[config.mk]
export PLATFORM = sky130hd
export DESIGN_NAME = display_arbiter
export DESIGN_NICKNAME = d
export VERILOG_FILES = /design/src/rtl/disp_pkg.sv /design/src/rtl/disp_scan_timer.sv /design/src/rtl/display_arbiter.sv
export SDC_FILE = /design/constraint.sdc
export NUM_CORES = 1
export LEC_CHECK = 0
export CAP_MARGIN = 30
export CORE_UTILIZATION = 47
export CTS_BUF_LIST = sky130_fd_sc_hd__clkbuf_8
export CTS_CLUSTER_DIAMETER = 50
export DETAILED_ROUTE_END_ITERATION = 10
export GPL_ROUTABILITY_DRIVEN = 0
export HOLD_SLACK_MARGIN = 0.06
export MAX_ROUTING_LAYER = met4
export PLACE_DENSITY_LB_ADDON = 0.12
export SYNTH_ARGS = -nofsm -noshare
export SYNTH_HDL_FRONTEND = slang
export SYNTH_SLANG_ARGS = --single-unit
[constraint.sdc]
create_clock -name clk -period 2.18 [get_ports clk]
set_input_delay 0.218 -clock clk [delete_from_list [all_inputs] [get_ports clk]]
set_output_delay 0.218 -clock clk [all_outputs]
set_load 0.01 [all_outputs]
[src/rtl/disp_pkg.sv]
// Shared encodings for the seven-segment display arbiter: owner codes,
// arbiter state type and the digit count of the display.
package disp_pkg;

  localparam int NUM_DIGITS = 8;

  localparam logic [1:0] OWN_NONE = 2'd0;
  localparam logic [1:0] OWN_CPU  = 2'd1;
  localparam logic [1:0] OWN_SW   = 2'd2;

  typedef enum logic [1:0] {
    ST_IDLE     = 2'd0,
    ST_SHOW_CPU = 2'd1,
    ST_SHOW_SW  = 2'd2
  } disp_state_t;

endpackage

[src/rtl/disp_scan_timer.sv]
// Free-running digit scan timer: one slot every SCAN_DIV cycles, with a
// registered tick pulse and a digit index that advances on the same cycle.
module disp_scan_timer
  import disp_pkg::*;
#(
  parameter int SCAN_DIV = 50_000
) (
  input  logic                          clk,
  input  logic                          rst,
  output logic                          scan_tick,
  output logic [$clog2(NUM_DIGITS)-1:0] digit_sel
);

  localparam int CW = $clog2(SCAN_DIV);
  localparam int SW = $clog2(NUM_DIGITS);
  localparam logic [CW-1:0] CNT_MAX = CW'(SCAN_DIV - 1);

  logic [CW-1:0] cnt_q, cnt_d;
  logic          tick_q, tick_d;
  logic [SW-1:0] sel_q, sel_d;
  logic          wrap;

  // Next-state: count 0..SCAN_DIV-1, pulse and advance the digit on wrap.
  always_comb begin
    wrap   = (cnt_q == CNT_MAX);
    cnt_d  = wrap ? '0 : cnt_q + CW'(1);
    tick_d = wrap;
    sel_d  = wrap ? sel_q + SW'(1) : sel_q;
  end

  // Scan state registers; everything restarts from 0 after reset.
  always_ff @(posedge clk or negedge rst) begin
    if (!rst) begin
      cnt_q  <= '0;
      tick_q <= 1'b0;
      sel_q  <= '0;
    end else begin
      cnt_q  <= cnt_d;
      tick_q <= tick_d;
      sel_q  <= sel_d;
    end
  end

  assign scan_tick = tick_q;
  assign digit_sel = sel_q;

endmodule

[src/rtl/display_arbiter.sv]
// Arbitrates the 8-digit display between CPU writes (held for HOLD_CYCLES
// after the last write) and the switch-echo path, computes the per-digit
// enable mask with optional leading-zero blanking and runs the scan timer.
module display_arbiter
  import disp_pkg::*;
#(
  parameter int HOLD_CYCLES = 50_000_000,
  parameter int SCAN_DIV    = 50_000
) (
  input  logic        clk,
  input  logic        rst,
  input  logic        cpu_we,
  input  logic [31:0] cpu_data,
  input  logic        sw_en,
  input  logic [15:0] sw_data,
  input  logic        lz_blank,
  output logic        cpu_ack,
  output logic [31:0] disp_value,
  output logic [1:0]  disp_owner,
  output logic [7:0]  digit_en,
  output logic [2:0]  digit_sel,
  output logic        scan_tick
);

  localparam int HW = $clog2(HOLD_CYCLES);
  localparam logic [HW-1:0] HOLD_LOAD = HW'(HOLD_CYCLES - 1);

  disp_state_t   state_q, state_d;
  logic [HW-1:0] hold_q, hold_d;
  logic [31:0]   value_q, value_d;
  logic [7:0]    digit_en_q, digit_en_d;
  logic          ack_q, ack_d;
  logic [7:0]    lz_mask;

  // Digit 0 always lit; digit gi lit when any nibble at or above it is nonzero.
  assign lz_mask[0] = 1'b1;
  generate
    for (genvar gi = 1; gi < NUM_DIGITS; gi++) begin : g_lz
      assign lz_mask[gi] = |value_q[31:4*gi];
    end
  endgenerate

  // Ownership FSM, hold countdown and display word selection.
  always_comb begin
    state_d = state_q;
    hold_d  = hold_q;
    value_d = value_q;
    ack_d   = cpu_we;
    case (state_q)
      ST_IDLE: begin
        if (cpu_we)     state_d = ST_SHOW_CPU;
        else if (sw_en) state_d = ST_SHOW_SW;
      end
      ST_SHOW_CPU: begin
        if (!cpu_we) begin
          if (hold_q == '0) state_d = sw_en ? ST_SHOW_SW : ST_IDLE;
          else              hold_d  = hold_q - HW'(1);
        end
      end
      ST_SHOW_SW: begin
        if (cpu_we)      state_d = ST_SHOW_CPU;
        else if (!sw_en) state_d = ST_IDLE;
      end
      default: state_d = ST_IDLE;
    endcase
    // A CPU write wins in every state and restarts the hold window.
    if (cpu_we) begin
      value_d = cpu_data;
      hold_d  = HOLD_LOAD;
    end else if (state_d == ST_SHOW_SW) begin
      value_d = {16'h0000, sw_data};
    end
    // Mask is derived from the word already on screen, so it trails by a cycle;
    // going idle darkens the display on the same cycle ownership drops.
    if (state_d == ST_IDLE) digit_en_d = 8'h00;
    else if (lz_blank)      digit_en_d = lz_mask;
    else                    digit_en_d = 8'hFF;
  end

  // Arbiter state registers.
  always_ff @(posedge clk or negedge rst) begin
    if (!rst) begin
      state_q    <= ST_IDLE;
      hold_q     <= '0;
      value_q    <= '0;
      digit_en_q <= '0;
      ack_q      <= 1'b0;
    end else begin
      state_q    <= state_d;
      hold_q     <= hold_d;
      value_q    <= value_d;
      digit_en_q <= digit_en_d;
      ack_q      <= ack_d;
    end
  end

  // Owner code is a direct image of the arbiter state.
  always_comb begin
    case (state_q)
      ST_SHOW_CPU: disp_owner = OWN_CPU;
      ST_SHOW_SW:  disp_owner = OWN_SW;
      default:     disp_owner = OWN_NONE;
    endcase
  end

  disp_scan_timer #(
    .SCAN_DIV (SCAN_DIV)
  ) u_scan (
    .clk       (clk),
    .rst       (rst),
    .scan_tick (scan_tick),
    .digit_sel (digit_sel)
  );

  assign cpu_ack    = ack_q;
  assign disp_value = value_q;
  assign digit_en   = digit_en_q;

endmodule
==> impl_results.md <==
- Most frequent cells in the layout: clkdlybuf4s50_1, dfrtp_1, nor2_1, nor3_1, buf_4
- Uppermost layer routed: met4
- Initial antenna violation count: 0
- Fin crit share: 1.04
- Adder-cell share of the synthesized area: 0.00841
- Commonest non-fill, non-tap cell in the layout: clkdlybuf4s50_1
- Die area: 9900 µm²
- Failing checks: setup timing
- Synth Instances: 461
- Max-slew violation count: 0
- Startpoint Class: flip-flop
- Final Util: 0.674
- HPWL after DPL: 8.85 mm
- DRC errors left: 0
- Total Wirelength: 12.4 mm
- Layout cells sized above 1: 0.180
- Maximum VDD drop: 0.404 mV
- Via count: 4,140
- Core area: 9240 µm²
- Crit path kind: flip-flop to flip-flop
- Max_cap viols: 0
- Sink Count: 89
- Post-DRT Antenna Nets: 0
- Post-Layout Inst Area: 6230 µm²
- Num ports: 100
- Worst slew pin tran: 0.713 ns
- Hold Crit Class: input port to asynchronous set/reset pin
- Worst-path maximum fanout: 6
- Compound-Gate Fraction of Synth Area: 0.104
- PD cells: 554 nW/µm²
- First-pass DRT Iterations: 4
- CTS clk-pin slew, worst paths: 0.10 ns
- DR WL met2: 6.31 mm
- Vias in the first global route: 4,126
- FMAX: 442 MHz
- Post-synthesis cell type count: 58
- Post-Layout Cell Count: 730
- CTS Buffer Depth: 2
- Fillcell total: 772
- Total leakage power: 2.49 nW
- Largest net degree at the start of global routing: 42
- Synth Flop Type: dfrtp_1
- Rel. slew slack: 0.525
- Total CTS buffers: 9
- Nets: 652
- Initial Utilization: 0.483
- Outcome: complete, but fails checks
- FF-to-FF setup slack: -0.08 ns
- Syn avg cell area: 9.69 µm²
- # rows: 35
- First-pass GRT wire length: 20.0 mm
- Via/cell ratio: 5.67
- Multiplexer share of the synthesized area: 0.0462
- Worst Path Required: 2.42 ns
- Starting DRT DRC Count: 202
- WL met3: 740 µm
- RSZ-0062 raised after global routing: true
- Yosys warnings: 0
- Final min period: 2.26 ns
- Hold Violations, Final: 0
- Clock Skews: 0.0101 ns
- Die height: 99.5 µm
- CTS tree: built
- Post-route setup slack: -0.0810 ns
- Cells on worst reg2reg path: 6
- Syn Nets: 517
- Power, Total: 3.45 mW
- Setup TNS: -0.446 ns
- Setup WS pre-CTS: -0.0450 ns
- Gr ovfl total: 0
- Cells after DPL: 706
- Reg-to-Reg End: hold_q[15]
- Number of flops mapped to enable cells by yosys: 0
- Drt wl/cell: 17.0 µm
- GRT Total Usage: 0.264
- R2R Path Start: hold_q[2]
- Post-Synth Simple-Gate Area: 0.266
- Worst hold slack: 0.301 ns
- Die width: 99.5 µm
- # diodes: 0
- Netlist Area Pre-Place: 4470 µm²
- Placement Cell Area: 5830 µm²
- Metal-1 WL: 5.14 mm
- Root Buffer: clkbuf_8
- Setup crit end kind: flip-flop
- Main combinational cell family by area after synthesis: simple AND/OR/NAND/NOR gates
- Seq/Total Area, Yosys: 0.499
- Worst-Skew Late Latency: 0.36 ns
- Critical Path AT: 2.50 ns
- Synth Area in XOR/XNOR: 0.0412
- Async S/R FF share, synth: 1.00
- CTS H-Tree Depth: 3
- Area delta synth->final: 39.5%
- Yosys reg bits: 89
- Final setup fails: 19
- Number of I/O port buffers: 99
==> critical path, stage by stage, from the launching register on <==
cell,delay (ns)
dfrtp_1,0.46
nor4_2,0.33
buf_4,0.18
nand4_1,0.25
a311oi_4,0.42
a21boi_0,0.14
or3_1,0.35
==> state kept, by name, summed over array words and instances, names as in the netlist <==
name,flops
u_scan.digit_sel,3
u_scan.scan_tick,1
cpu_ack,1
disp_value,32
state_q,2
u_scan.cnt_q,16
digit_en,8
hold_q,26
==> worst max-delay path by stage <==
stage	start	end	slack (ns)	depth (start not counted)
floorplan	hold_q[0]	hold_q[9]	0.004	8
global placement	hold_q[1]	hold_q[16]	0.02	7
detailed placement	hold_q[1]	hold_q[15]	-0.05	8
CTS	hold_q[1]	hold_q[17]	-0.02	8
global route	hold_q[2]	hold_q[15]	-0.19	6
finish	hold_q[2]	hold_q[15]	-0.08	6
==> report_power, final <==
group / switching, mW / internal, mW / total, mW
logic: 0.241 / 0.308 / 0.548
registers: 0.0801 / 1.73 / 1.81
clock network: 0.654 / 0.437 / 1.09
==> routing by layer <==
metal | vias up | track usage
met1 | 2049 | 0.319
met4 | 0 | 0.0973
met5 | - | -
met3 | 20 | 0.0703
met2 | 117 | 0.427
li1 | 1954 | -
==> kinds of logic (layout without fill, tap and decap cells) <==
family	count (synthesis)	after routing
DFF	89	89
adders and majority gates	3	3
buffers and inverters	33	173
xor gates and xnor gates	21	21
AOI/OAI and AO/OA	76	76
muxes	20	20
and+or+nand+nor	219	219
==> synth_stat cells, types with 7 or more instances <==
| library cell | count | area share |
|---|---|---|
| xnor2_1 | 15 | 0.029 |
| nor3_1 | 56 | 0.063 |
| nand2_1 | 10 | 0.0084 |
| inv_1 | 7 | 0.0059 |
| nor2b_1 | 7 | 0.0098 |
| mux2i_1 | 18 | 0.040 |
| o21ai_0 | 9 | 0.010 |
| nand3_1 | 17 | 0.019 |
| a21oi_1 | 30 | 0.034 |
| nor2_1 | 62 | 0.052 |
| or3_1 | 8 | 0.011 |
| dfrtp_1 | 89 | 0.50 |
| nor4_1 | 13 | 0.018 |
| and3_1 | 11 | 0.015 |
| o22ai_1 | 16 | 0.022 |
| clkbuf_1 | 12 | 0.010 |
==> cell type report <==
class	instances	area, µm²	share of cell area
clock buffer	9	124	0.0199
timing repair buffer	149	1400	0.224
tap	129	161	0.0259
inverter	8	30.0	0.00482
multi-input combinational	339	2220	0.357
clock inverter	7	61.3	0.00985
sequential	89	2230	0.358
==> timing repair <==
item | in CTS | in global routing
endpoints found under the hold margin | 22 | 0
gates cloned | 0 | 1
resized for setup | 9 | 32
hold buffers | 1 | 0
pin swaps | 3 | 10
setup endpoints to repair | 8 | 65
buffers inserted | 2 | 5
Note: power is estimated with default switching activity, not from simulation.
